==> src/rtl/cordic_result_sink.sv <==
// rtl/cordic_result_sink.sv - result collector and credit source for the fixed-latency CORDIC pipeline
//
// Ports:
//   clk, reset          rising-edge clock, synchronous active-high reset
//   issue_valid         issuer drove a real sample into the pipeline this cycle
//   issue_ok            credit: issuer may assert issue_valid this cycle
//   degree_out, x_out,
//   y_out, sector_out,
//   arctan_en_out       pipeline output word, sampled when the delayed tag says it is real
//   m_valid, m_ready    first-word fall-through result handshake
//   m_degree, m_x, m_y,
//   m_sector,
//   m_arctan_en         head-of-FIFO result, zero while m_valid is low
//   fifo_count          number of buffered results
//   err                 sticky: issue without credit, or capture dropped on a full FIFO

module cordic_result_sink #(
  parameter int DATA_WIDTH        = 16,
  parameter int SECTOR_FLAG_WIDTH = 2,
  parameter int PIPE_LATENCY      = 8,
  parameter int FIFO_DEPTH        = 16
) (
  input  logic                             clk,
  input  logic                             reset,
  input  logic                             issue_valid,
  output logic                             issue_ok,
  input  logic [DATA_WIDTH-1:0]            degree_out,
  input  logic [DATA_WIDTH-1:0]            x_out,
  input  logic [DATA_WIDTH-1:0]            y_out,
  input  logic [SECTOR_FLAG_WIDTH-1:0]     sector_out,
  input  logic                             arctan_en_out,
  output logic                             m_valid,
  input  logic                             m_ready,
  output logic [DATA_WIDTH-1:0]            m_degree,
  output logic [DATA_WIDTH-1:0]            m_x,
  output logic [DATA_WIDTH-1:0]            m_y,
  output logic [SECTOR_FLAG_WIDTH-1:0]     m_sector,
  output logic                             m_arctan_en,
  output logic [$clog2(FIFO_DEPTH+1)-1:0]  fifo_count,
  output logic                             err
);

  localparam int ENTRY_W = 3 * DATA_WIDTH + SECTOR_FLAG_WIDTH + 1;
  localparam int PTR_W   = (FIFO_DEPTH > 1) ? $clog2(FIFO_DEPTH) : 1;
  localparam int CNT_W   = $clog2(FIFO_DEPTH + 1);
  localparam int INF_W   = $clog2(PIPE_LATENCY + 1);
  localparam logic [31:0] DEPTH_U = FIFO_DEPTH;

  // Tag shift register mirrors the pipeline: a one at position i means the
  // sample currently in pipeline stage i is real.
  logic [PIPE_LATENCY-1:0] tag;
  logic [INF_W-1:0]        inflight;
  logic                    cap;

  logic [ENTRY_W-1:0]      mem [FIFO_DEPTH];
  logic [PTR_W-1:0]        wr_ptr;
  logic [PTR_W-1:0]        rd_ptr;
  logic [ENTRY_W-1:0]      entry_in;
  logic [ENTRY_W-1:0]      entry_head;

  logic full;
  logic pop;
  logic push;
  logic drop;

  assign cap      = tag[PIPE_LATENCY-1];
  assign full     = (fifo_count == CNT_W'(FIFO_DEPTH));
  assign m_valid  = (fifo_count != '0);
  assign pop      = m_valid && m_ready;
  // A full FIFO still accepts a capture when the head leaves in the same cycle.
  assign push     = cap && (!full || pop);
  assign drop     = cap && full && !pop;

  // Credit counts slots already promised to in-flight samples, so a result
  // always finds room when it emerges. Built from registers only, so there is
  // no combinational path from m_ready.
  assign issue_ok = (32'(fifo_count) + 32'(inflight)) < DEPTH_U;

  assign entry_in   = {degree_out, x_out, y_out, sector_out, arctan_en_out};
  assign entry_head = m_valid ? mem[rd_ptr] : '0;
  assign {m_degree, m_x, m_y, m_sector, m_arctan_en} = entry_head;

  // Tag pipeline. An issue without credit is still tagged so its result slot
  // is accounted for; the overflow shows up later as a drop.
  always_ff @(posedge clk) begin
    if (reset) begin
      tag <= '0;
    end else begin
      tag[0] <= issue_valid;
      for (int i = 1; i < PIPE_LATENCY; i++) begin
        tag[i] <= tag[i-1];
      end
    end
  end

  // Running popcount of the tag register.
  always_ff @(posedge clk) begin
    if (reset) begin
      inflight <= '0;
    end else begin
      case ({issue_valid, cap})
        2'b10:   inflight <= inflight + INF_W'(1);
        2'b01:   inflight <= inflight - INF_W'(1);
        default: inflight <= inflight;
      endcase
    end
  end

  // Result storage; contents need no reset since the pointers define validity.
  always_ff @(posedge clk) begin
    if (push) begin
      mem[wr_ptr] <= entry_in;
    end
  end

  always_ff @(posedge clk) begin
    if (reset) begin
      wr_ptr     <= '0;
      rd_ptr     <= '0;
      fifo_count <= '0;
    end else begin
      if (push) begin
        wr_ptr <= wr_ptr + PTR_W'(1);
      end
      if (pop) begin
        rd_ptr <= rd_ptr + PTR_W'(1);
      end
      case ({push, pop})
        2'b10:   fifo_count <= fifo_count + CNT_W'(1);
        2'b01:   fifo_count <= fifo_count - CNT_W'(1);
        default: fifo_count <= fifo_count;
      endcase
    end
  end

  always_ff @(posedge clk) begin
    if (reset) begin
      err <= 1'b0;
    end else if ((issue_valid && !issue_ok) || drop) begin
      err <= 1'b1;
    end
  end

endmodule

==> config.mk <==
export PLATFORM = sky130hd
export DESIGN_NAME = cordic_result_sink
export DESIGN_NICKNAME = d
export VERILOG_FILES = /design/src/rtl/cordic_result_sink.sv
export SDC_FILE = /design/constraint.sdc
export NUM_CORES = 1
export LEC_CHECK = 0
export CAP_MARGIN = 40
export CORE_MARGIN = 2
export CORE_UTILIZATION = 45
export DETAILED_ROUTE_END_ITERATION = 7
export PLACE_DENSITY_LB_ADDON = 0.2
export SLEW_MARGIN = 10
export SYNTH_ARGS = -nofsm -noshare
export SYNTH_HDL_FRONTEND = slang
export SYNTH_SLANG_ARGS = --single-unit
==> constraint.sdc <==
create_clock -name clk -period 5.2 [get_ports clk]
set_input_delay 1.04 -clock clk [delete_from_list [all_inputs] [get_ports clk]]
set_output_delay 1.04 -clock clk [all_outputs]
set_load 0.01 [all_outputs]
# --- Word level (Yosys, flattened, before mapping) ---
# Memories as Yosys holds them, arrays and structs flattened. A register that Yosys moved wholly into a read port is not among the register bits.
# Index checks and enable logic that the tools add are counted.
word_totals:
  ff_bits: 26
  mem_bits_rw: 816
  out_inout_bits: 59
  word_cells: 40
  memories: 1
mem_list:
  columns: ["memory", "depth", "word_bits", "rd", "rd_ports_with_merged_regs", "wr", "line_no", "text"]
  rows:
  - ["mem", 16, 51, 1, 1, 1, "55", "logic [ENTRY_W-1:0] mem [FIFO_DEPTH];"]
classes:
  addsub: 7
  order_cmp: 1
  eq_ne: 5
  n_mux: 7
  n_reduce_logical: 13
op_table:
  columns: ["cell", "count"]
  rows:
  - ["two-way mux 51 bit", 1]
  - ["adder 4 x 1 -> 4 bit, second input constant", 3]
  - ["one-hot mux 5 bit (2 select lines)", 1]
  - ["two-way mux 4 bit", 2]
  - ["one-hot mux 4 bit (2 select lines)", 1]
  - ["adder 5 x 4 -> 6 bit", 1]
  - ["< comparator 6 x 5 -> 1 bit, second input constant", 1]
  - ["adder 5 x 1 -> 5 bit, second input constant", 1]
  - ["equality test 5 bit, second input constant", 1]
  - ["logical AND 1 bit", 5]
  - ["nonzero test 5 bit", 1]
  - ["subtractor 5 x 1 -> 5 bit, second input constant", 1]
  - ["equality test 2 x 1 -> 1 bit, second input constant", 2]
  - ["equality test 2 bit, second input constant", 2]
  - ["nonzero test 2 bit", 2]
  - ["subtractor 4 x 1 -> 4 bit, second input constant", 1]
  - ["logical NOT 1 bit", 3]
  - ["logical OR 1 bit", 2]
  - ["two-way mux 1 bit", 2]

# --- Longest topological paths before layout ---
logic_depth:
  word_depth: 6
  depth_mapped: 10

# --- Least setup slack after synthesis ---
# Ideal clock, no wire load.
synth_path:
  kind: "in2reg"
  from: "input m_ready"
  to: "memory mem[0][0] in the netlist's numbering (enable)"
  setup_ps: 523
  arrival_ps: 5016
  t_required_ps: 4677
  setup_slack_ps: -339
  stages: 4
  n_path_buf: 0
  path_cell_list: "nand2b_1 -> o21a_1 -> nand2_1 -> nor3_1"
synth_between:
  elab_chain_cells: 5
synth_lines:
  columns: ["item", "line_no", "text"]
  rows:
  - ["start: declaration", "33", "input logic m_ready,"]
  - ["logical AND 1 bit", "69", "assign pop = m_valid && m_ready;"]
  - ["logical OR 1 bit", "71", "assign push = cap && (!full || pop);"]
  - ["logical AND 1 bit", "71", null]
  - ["two-way mux 1 bit", "111", "if (push) begin"]
  - ["two-way mux 1 bit (implied by the code)", "112", "mem[wr_ptr] <= entry_in;"]
  - ["end: declaration", "55", null]
# Every way passes these cells.

==> results_dict.tcl <==
set metrics [dict create \
    outcome "completed" \
    period_needed_ps 4541 \
    clock-sinks 846 \
    num_rows 98 \
    synthArstFlopShare_pct 0 \
    die_w_um 272.2 \
    drcViolationCount 0 \
    worstPathMaxFanout 38 \
    viasPerCell 5.700 \
    worstSetupPathType "flip-flop to primary output" \
    hold_path_startpoint "tag[6]" \
    leakage_nw 11.64 \
    hpwl_um 37590 \
    cts.path.max_buffers 3 \
    drive_gt1_share_pct 25.13 \
    drv_slew 0 \
    yosys-top-cells-count "edfxtp_1 (816), mux4_2 (204), mux2i_1 (108)" \
    synth_area_leader_cell "edfxtp_1" \
    hold_viol 0 \
    clk_latency_ps 630 \
    required_ps 4160 \
    grt_pass1_wl_um 104900 \
    cts_tree "done" \
    drt-total-wl_um 70860 \
    areaGrowthSynthToFinish_pct 18.06 \
    route.met2.wl_um 35140 \
    first_iter_violations 1417 \
    rsz0062_at_grt "false" \
    p_total_w 0.01735 \
    setup_viol 0 \
    holdBufCountCts 0 \
    power_density_nw_per_um2 454.0 \
    synth_top_area_share_pct 75.70 \
    antenna_found_initial 7 \
    yosysSeqAreaShare_pct 77.56 \
    synthFlopType "edfxtp_1" \
    start_kind "flip-flop" \
    num-fill-cells 5418 \
    relSlewSlack_pct 45.47 \
    synth.most_common_cell "edfxtp_1" \
    drt_first_pass_iters 5 \
    grt_pass1_vias 15943 \
    ios 114 \
    ys_seq_elements 846 \
    avgSynthCellArea_sq_um 22.73 \
    synth_edf_count 816 \
    path_clk_slew_ps 60 \
    post_dp_cell_area_sq_um 35120 \
    antenna_left 0 \
    core_area_sq_um 71360 \
    gp_congestion 0.7041 \
    reg2reg_from "fifo_count[1]" \
    cap_violations 0 \
    ir_worst_vdd_mv 0.3945 \
    top_layer "met5" \
    route.met3.wl_um 4492 \
    port_buffers 113 \
    cts_made_buffers 88 \
    cts_root_buffer "clkbuf_16" \
    cts_resized 0 \
    nets 1671 \
    postCtsSetupRepairBufs 0 \
    wl_met1_um 29970 \
    initial_core_util_pct 45.36 \
    grt_max_degree 83 \
    wl_per_cell_um 26.97 \
    ys_warn_count 0 \
    synth_cell_types 48 \
    final_cells 2627 \
    grtUsageTotal_pct 19.40 \
    max_freq_mhz 220.2 \
    cts-htree-levels 3 \
    syn-num-nets 1493 \
    crit_path_end_kind "primary output" \
    min_path_type "flip-flop to flip-flop" \
    skew_ps 16.20 \
    fin_crit_sh_pct 87.32 \
    fp.dieH_um 272.2 \
    synth.area.top_cells "edfxtp_1 (76%), mux4_2 (14%), mux2i_1 (3.3%)" \
    synth.cell_area_sq_um 32370 \
    placedCellCount 2462 \
    die-area_sq_um 74090 \
    worst_ep_arrival_time_ps 3500 \
    hold_slack_ps 434.2 \
    worstMarginPinSlew_ps 816.0 \
    syn_inst 1424 \
    final_area_sq_um 38210 \
    vias 14974 \
    grt_overflow 0 \
]
-- worst max-delay path: stages, from the launching register on --
cell             delay [ps]
dfxtp_4                 730
buf_12                  380
mux4_2                  560
mux2i_1                 480
o22ai_1                 190
clkdlybuf4s50_1         520
-- cells by family after synthesis --
kind of cell / after synthesis / share of synthesized area [%]
DFF: 846 / 77.56
muxes: 316 / 17.72
and+or+nand+nor: 74 / 1.140
AOI/OAI and AO/OA: 79 / 1.620
adders and majority gates: 14 / 0.5644
buffers and inverters: 86 / 1.152
xor gates and xnor gates: 9 / 0.2435
-- stage by stage --
stage / setup WS, ps / setup TNS (ps) / util, %
6_report: 659.4 / 0 / 53.55
2_1_floorplan: -338.6 / -59460 / -
5_1_grt: 450.7 / 0 / 53.55
3_3_place_gp: 1254 / 0 / 49.13
3_5_place_dp: 1271 / 0 / 49.21
4_1_cts: 589.0 / 0 / 53.54
-- path summary, 6_finish.rpt --
path / endpoint / slack, ps / cells after the start
worst max-delay path: m_y[4] / 660 / 5
worst min-delay path: tag[7] / 430 / 1
worst max register to register: fifo_count[4] / 2450 / 8
worst min register to register: tag[7] / 430 / 1
-- sequential cells by signal, summed over array words and instances (netlist names), named ones only --
signal / count
wr_ptr: 4
rd_ptr: 4
inflight: 4
fifo_count: 5
mem: 816
err: 1
tag: 8
-- placed cells by master, fill, tap and decap left out, drive strengths merged, types with 2 or more instances in the layout --
master,netlist,routed
nor2b,11,11
nand3b,2,2
diode,0,2
inv,7,7
mux4,204,204
ha,13,13
clkinv,0,39
mux2i,109,109
a21oi,7,7
nor3,5,5
nand2,6,6
o21a,2,2
nor2,35,35
clkdlybuf4s50,0,113
mux2,3,3
a211oi,2,2
edfxtp,816,816
or3,2,2
o22ai,51,51
nand2b,7,7
o211ai,4,4
and3,2,2
a21o,2,2
o21ai,4,4
clkbuf,39,105
buf,40,54
clkinvlp,0,2
xor2,8,8
dfxtp,30,30
bufinv,0,17
-- final cells by class --
| class | count | area (sq um) | share of cell area [%] |
|---|---|---|---|
| diodes | 2 | 5.005 | 0.01310 |
| clock buffers | 105 | 2330 | 6.097 |
| clock inverters | 58 | 762.0 | 1.994 |
| inverters | 7 | 26.28 | 0.06876 |
| multi-input cells | 492 | 7005 | 18.33 |
| flip-flops and latches | 846 | 25120 | 65.72 |
| well taps | 950 | 1189 | 3.110 |
| repair buffers | 167 | 1782 | 4.662 |
-- report_power, final --
group	switching, W	internal, W	total (W)
clock network	0.00258	0.00405	0.00663
registers	0.000109	0.00750	0.00761
logic	0.00146	0.00165	0.00311
-- metal layers --
metal  GRT usage, %  up-vias
li1               -     6379
met1          26.75     8080
met2          31.78      416
met3          3.923       89
met4          5.249       10
met5              0        -
(Power assumes the default switching activity.)
